===== src/rtl/linked_list_fifo_reader_pkg.sv =====
// Shared types and helpers for the linked-list multi-FIFO read engine:
// index width sizing, one-hot decode and the rotating priority search.
package linked_list_fifo_reader_pkg;

    localparam int MAX_FIFOS = 32;

    typedef logic [MAX_FIFOS-1:0] fifo_vec_t;

    // A single FIFO still needs a one-bit index on out_id.
    function automatic int id_width(input int n);
        return (n <= 2) ? 1 : $clog2(n);
    endfunction

    function automatic int onehot_to_idx(input fifo_vec_t oh);
        int idx;
        idx = 0;
        for (int i = 0; i < MAX_FIFOS; i++) begin
            if (oh[i]) idx = i;
        end
        return idx;
    endfunction

    // First set bit of req at or above ptr, wrapping at n; result is one-hot or zero.
    function automatic fifo_vec_t rr_pick(input fifo_vec_t req, input int ptr, input int n);
        fifo_vec_t grant;
        int        idx;
        logic      found;
        grant = '0;
        found = 1'b0;
        for (int k = 0; k < MAX_FIFOS; k++) begin
            if (k < n) begin
                idx = ptr + k;
                if (idx >= n) idx = idx - n;
                if (!found && req[idx]) begin
                    grant[idx] = 1'b1;
                    found      = 1'b1;
                end
            end
        end
        return grant;
    endfunction

endpackage


===== src/rtl/linked_list_fifo_reader_if.sv =====
// Bundle between the multi-FIFO read side, the reader engine and the downstream consumer.
interface linked_list_fifo_reader_if
    import linked_list_fifo_reader_pkg::*;
#(
    parameter int WIDTH     = 8,
    parameter int NUM_FIFOS = 2,
    parameter int ID_WIDTH  = id_width(NUM_FIFOS)
);
    logic [NUM_FIFOS-1:0] empty;
    logic [WIDTH-1:0]     fifo_data;
    logic                 push_busy;
    logic [NUM_FIFOS-1:0] enable;
    logic [NUM_FIFOS-1:0] pop;

    // A word transfers on any rising edge where out_valid && out_ready; while
    // out_valid is high and out_ready low, out_data/out_id stay frozen.
    logic                 out_valid;
    logic                 out_ready;
    logic [WIDTH-1:0]     out_data;
    logic [ID_WIDTH-1:0]  out_id;

    modport master (
        input  empty, fifo_data, push_busy, enable, out_ready,
        output pop, out_valid, out_data, out_id
    );

    modport slave (
        output empty, fifo_data, push_busy, enable, out_ready,
        input  pop, out_valid, out_data, out_id
    );

endinterface


===== src/rtl/linked_list_fifo_reader_rr_arbiter.sv =====
// Round-robin arbiter: grants the first requester at or after rr_ptr and
// moves rr_ptr past the winner only when the grant is actually used.
module linked_list_fifo_reader_rr_arbiter
    import linked_list_fifo_reader_pkg::*;
#(
    parameter int N  = 2,
    parameter int IW = id_width(N)
) (
    input  logic          clk,
    input  logic          rst,
    input  logic [N-1:0]  req,
    input  logic          advance,
    output logic [N-1:0]  grant,
    output logic [IW-1:0] grant_idx
);

    logic [IW-1:0] rr_ptr;

    always_comb begin
        grant     = N'(rr_pick(fifo_vec_t'(req), int'(rr_ptr), N));
        grant_idx = IW'(onehot_to_idx(fifo_vec_t'(grant)));
    end

    always_ff @(posedge clk) begin
        if (rst) begin
            rr_ptr <= '0;
        end else if (advance) begin
            rr_ptr <= (grant_idx == IW'(N - 1)) ? '0 : grant_idx + 1'b1;
        end
    end

endmodule


===== src/rtl/linked_list_fifo_reader.sv =====
// Read-side engine for the linked-list multi-FIFO: pops one eligible FIFO per
// cycle round-robin into a single output register drained by valid/ready.
module linked_list_fifo_reader
    import linked_list_fifo_reader_pkg::*;
#(
    parameter int WIDTH     = 8,
    parameter int NUM_FIFOS = 2,
    parameter int ID_WIDTH  = id_width(NUM_FIFOS)
) (
    input  logic                      clk,
    input  logic                      rst,
    linked_list_fifo_reader_if.master bus
);

    logic [NUM_FIFOS-1:0] elig;
    logic [NUM_FIFOS-1:0] grant;
    logic [ID_WIDTH-1:0]  grant_idx;
    logic                 can_load;
    logic                 advance;

    logic                 out_valid_q;
    logic [WIDTH-1:0]     out_data_q;
    logic [ID_WIDTH-1:0]  out_id_q;

    // can_load looks at out_ready directly, so a full register can be drained
    // and refilled in the same cycle without a bubble.
    always_comb begin
        elig     = ~bus.empty & bus.enable;
        can_load = ~out_valid_q | bus.out_ready;
        advance  = (|elig) & can_load & ~bus.push_busy & ~rst;
    end

    linked_list_fifo_reader_rr_arbiter #(
        .N  (NUM_FIFOS),
        .IW (ID_WIDTH)
    ) u_arb (
        .clk       (clk),
        .rst       (rst),
        .req       (elig),
        .advance   (advance),
        .grant     (grant),
        .grant_idx (grant_idx)
    );

    assign bus.pop = advance ? grant : '0;

    always_ff @(posedge clk) begin
        if (rst) begin
            out_valid_q <= 1'b0;
            out_data_q  <= '0;
            out_id_q    <= '0;
        end else if (advance) begin
            out_valid_q <= 1'b1;
            out_data_q  <= bus.fifo_data;
            out_id_q    <= grant_idx;
        end else if (bus.out_ready) begin
            out_valid_q <= 1'b0;
        end
    end

    assign bus.out_valid = out_valid_q;
    assign bus.out_data  = out_data_q;
    assign bus.out_id    = out_id_q;

endmodule


===== src/flat_wrapper.sv =====
// flat-port wrapper written by rule: the top's interface ports become plain ports
module linked_list_fifo_reader_flat import linked_list_fifo_reader_pkg::*;
#(
    parameter int WIDTH     = 8,
    parameter int NUM_FIFOS = 2,
    parameter int ID_WIDTH  = id_width(NUM_FIFOS)
)
  (clk, rst, bus_empty, bus_fifo_data, bus_push_busy, bus_enable, bus_out_ready, bus_pop, bus_out_valid, bus_out_data, bus_out_id);
  linked_list_fifo_reader_if #(.WIDTH(WIDTH), .NUM_FIFOS(NUM_FIFOS), .ID_WIDTH(ID_WIDTH)) bus_i ();
  input  logic clk;
  input  logic rst;
  input wire logic [$bits(bus_i.empty)-1:0] bus_empty;
  input wire logic [$bits(bus_i.fifo_data)-1:0] bus_fifo_data;
  input wire logic [$bits(bus_i.push_busy)-1:0] bus_push_busy;
  input wire logic [$bits(bus_i.enable)-1:0] bus_enable;
  input wire logic [$bits(bus_i.out_ready)-1:0] bus_out_ready;
  output wire logic [$bits(bus_i.pop)-1:0] bus_pop;
  output wire logic [$bits(bus_i.out_valid)-1:0] bus_out_valid;
  output wire logic [$bits(bus_i.out_data)-1:0] bus_out_data;
  output wire logic [$bits(bus_i.out_id)-1:0] bus_out_id;
  assign bus_i.empty = bus_empty;
  assign bus_i.fifo_data = bus_fifo_data;
  assign bus_i.push_busy = bus_push_busy;
  assign bus_i.enable = bus_enable;
  assign bus_i.out_ready = bus_out_ready;
  assign bus_pop = bus_i.pop;
  assign bus_out_valid = bus_i.out_valid;
  assign bus_out_data = bus_i.out_data;
  assign bus_out_id = bus_i.out_id;
  linked_list_fifo_reader #(.WIDTH(WIDTH), .NUM_FIFOS(NUM_FIFOS), .ID_WIDTH(ID_WIDTH)) u_core (.clk(clk), .rst(rst), .bus(bus_i));
endmodule

===== config.mk =====
export PLATFORM = sky130hd
export DESIGN_NAME = linked_list_fifo_reader_flat
export DESIGN_NICKNAME = d
export VERILOG_FILES = /design/src/rtl/linked_list_fifo_reader_pkg.sv /design/src/rtl/linked_list_fifo_reader_if.sv /design/src/rtl/linked_list_fifo_reader_rr_arbiter.sv /design/src/rtl/linked_list_fifo_reader.sv /design/src/flat_wrapper.sv
export SDC_FILE = /design/constraint.sdc
export NUM_CORES = 1
export LEC_CHECK = 0
export ABC_CLOCK_PERIOD_IN_PS = 1400
export BUFFER_PORTS_ARGS = -buffer_cell sky130_fd_sc_hd__buf_2
export CORE_AREA = 2 2 39 41
export CTS_CLUSTER_DIAMETER = 80
export CTS_CLUSTER_SIZE = 16
export DETAILED_ROUTE_END_ITERATION = 12
export DIE_AREA = 0 0 41 43
export GPL_ROUTABILITY_DRIVEN = 0
export MAX_ROUTING_LAYER = met4
export PLACE_DENSITY = 0.7
export SKIP_CTS_REPAIR_TIMING = 1
export SYNTH_ARGS = -nofsm -noshare
export SYNTH_HDL_FRONTEND = slang
export SYNTH_HIERARCHICAL = 1
export SYNTH_SLANG_ARGS = --single-unit

===== constraint.sdc =====
create_clock -name clk -period 1.4 [get_ports clk]
set_input_delay 0 -clock clk [delete_from_list [all_inputs] [get_ports clk]]
set_output_delay 0 -clock clk [all_outputs]
set_load 0.01 [all_outputs]

==> metrics <==
status finished, final reports clean; full die area 1760 um^2; DR iter-0 viols 2; Max Slew Vio Count 0; pre-CTS setup slack about 210 ps; sw power approximately 160 uW; detailed-route DRC error count 0; Hold Path Class in -> reg; Die Span Y approximately 43 um; Worst-path clk slew about 70 ps; Synth cell types 17; Synth Area in XOR/XNOR 0%; Core ar. approximately 1400 um^2; Critical R2R Capture u_core/bus.out_data[3]; Placed Area between 600 and 700 um^2; num rows 14; power per cell area around 870 nW/um^2; fraction of layout cells with a size suffix above 1 a little over half; CTS buffer count 3; Layout Nets between 100 and 150; #FFs+latches synth 11; R2R depth 3; root buf cell clkbuf_4; Comb power frac 18.5%; DRT Pass-1 Iters 2; Post-Syn Nets 64; global route total overflow 0; WL final approximately 1100 um; Clock Skew 2.04 ps; Critical Path Sink Type primary output; Compound-Gate Fraction of Synth Area 7.85%; peak supply drop about 0.6 mV; Hold Violations, Final 0; CP Data Arrival Time approximately 1200 ps; average wire per standard cell between 10 and 15 um; Cell Area, Synth between 500 and 600 um^2; largest net degree at the start of global routing 14; kind of critical path reg -> out; P_int about 500 uW; startpoint types flip-flop; unrepaired setup endpoints after global routing no; DP Cell Count between 80 and 90; clock share of power between 30% and 40%; clk buf depth 2; fin cells 100; slew margin rel. 65.8%; worst setup margin ~200 ps; post-synthesis mux area share between 20% and 30%; Yosys warnings 6; sequential-to-total area share from yosys stat a little over 40%; total global routing track utilization 12.5%; post-route setup TNS 0 ps; antenna cells 0; largest family of logic cells by synthesized area multiplexers; vias per cell 4.34; Synth Area in Adders 0%; first-pass GRT wire length about 1400 um; number of port buffers 27; period utilization 86.0%; simple-gate portion of the synthesized area between 20% and 30%; fillers approximately 130; Cells after Synth 48; vias in the first global route between 300 and 400; I/O Pins 28; Mapped Avg Cell Area approximately 11 um^2; sw frac about a quarter; HP Start rst; fin area 781 um^2; CTS Sinks 11; Fmax achieved 831 MHz; Starting Density between 30% and 40%; Final setup viols 0; worst reg2reg path startpoint u_core/bus.out_valid; r2r setup slk around 220 ps; CP max FO 13; CTS tree built; Lkg Pwr approximately 0.0004 uW; Worst Hold Endpoint u_core/bus.out_valid; Hold Crit Depth 2; slew at the pin with the worst max-slew slack 511 ps; Pwr Total between 600 and 700 uW; worst skew pair latency 270 ps; DR vias between 400 and 500; H-tree Lvls 1; Seq pwr share approximately 50%; Post-DRT Antenna Nets 0; initial antenna violation count 0; Synth-to-Final Area Change 44.1%; MaxCap Viol Count 0; Die W approximately 41 um; fin crit period roughly 1200 ps; Data required, critical path roughly 1400 ps
worst max-delay path by stage:
stage	startpoint	to	slack, ps	cells after the start
floorplan	u_core/bus.out_valid	u_core/bus.out_data[0]	220	4
global route	u_core/bus.out_valid	bus_pop[1]	130	4
CTS	u_core/bus.out_valid	bus_pop[0]	180	4
detailed placement	bus_enable[0]	u_core/bus.out_data[3]	210	4
global placement	bus_enable[0]	u_core/bus.out_data[4]	220	4
finish	u_core/bus.out_valid	bus_pop[0]	200	4
layout make-up:
type,instances,area [um^2],share of cell area [%]
well taps,16,20.0,2.56
repair buffers,35,215,27.6
multi-input cells,31,288,36.9
flip-flops and latches,11,220,28.2
clock buffers,4,26.3,3.37
inverters,3,11.3,1.44
synthesized netlist by cell type:
master / instances / area share, %
buf_6: 1 / 2.1
inv_1: 3 / 2.1
clkbuf_1: 1 / 0.69
a21boi_0: 1 / 1.4
nor2_1: 3 / 2.1
and2_2: 1 / 1.4
dfxtp_1: 11 / 41
a21oi_1: 1 / 0.92
mux2_2: 3 / 6.2
nand2b_1: 2 / 2.3
a311oi_1: 1 / 1.6
o211ai_4: 1 / 3.9
nor2_2: 1 / 1.2
buf_4: 1 / 1.4
nor2b_4: 2 / 5.1
mux2_4: 6 / 17
nor2b_1: 9 / 10
worst max-delay path: stages, from the launching register on:
cell and delay [ps]:
dfxtp_1 310, nand2b_1 130, o211ai_4 210, nor2_1 140, buf_2 140
stage by stage:
step | utilization (%) | hold slack, ps
detailed placement | 48.7 | 235
floorplan | - | 72.1
CTS | 50.6 | -51.8
global route | 56.4 | 90.8
finish | 56.4 | 55.1
global placement | 48.7 | 226
placed cells by master, fill, tap and decap left out:
cell and n:
inv_1 3, nor2_1 3, and2_2 1, mux2_2 3
nor2b_4 2, nor2_2 1, a21boi_0 1, a311oi_1 1
clkbuf_4 3, o211ai_4 1, a21oi_1 1, mux2_4 6
dfxtp_1 11, nor2b_1 9, dlygate4sd3_1 8, nand2b_1 2
clkbuf_1 1, buf_2 27
state kept, by name (all words and copies together), names as in the netlist:
signal                cells
u_core/bus.out_valid      1
u_core/u_arb/rr_ptr       1
u_core/bus.out_id         1
u_core/bus.out_data       8
logic make-up after synthesis:
logic type,after synthesis
AO/OA/AOI/OAI,4
buffers and inverters,6
flip-flops,11
multiplexers,9
AND/OR/NAND/NOR,18
layer usage:
| layer | global-route usage, % | wire [um] |
|---|---|---|
| met5 | - | 0 |
| met4 | 2.00 | 0 |
| met3 | 8.38 | 109 |
| met2 | 17.2 | 450 |
| met1 | 15.3 | 495 |
power groups by stage:
stage / registers (uW) / clock network, uW / logic, uW
2_1_floorplan: 351 / 0 / 61.4
3_3_place_gp: 344 / 0 / 107
3_5_place_dp: 344 / 0 / 109
4_1_cts: 337 / 225 / 109
5_1_grt: 339 / 236 / 137
6_report: 337 / 215 / 125
Note: power is estimated with default switching activity, not from simulation.
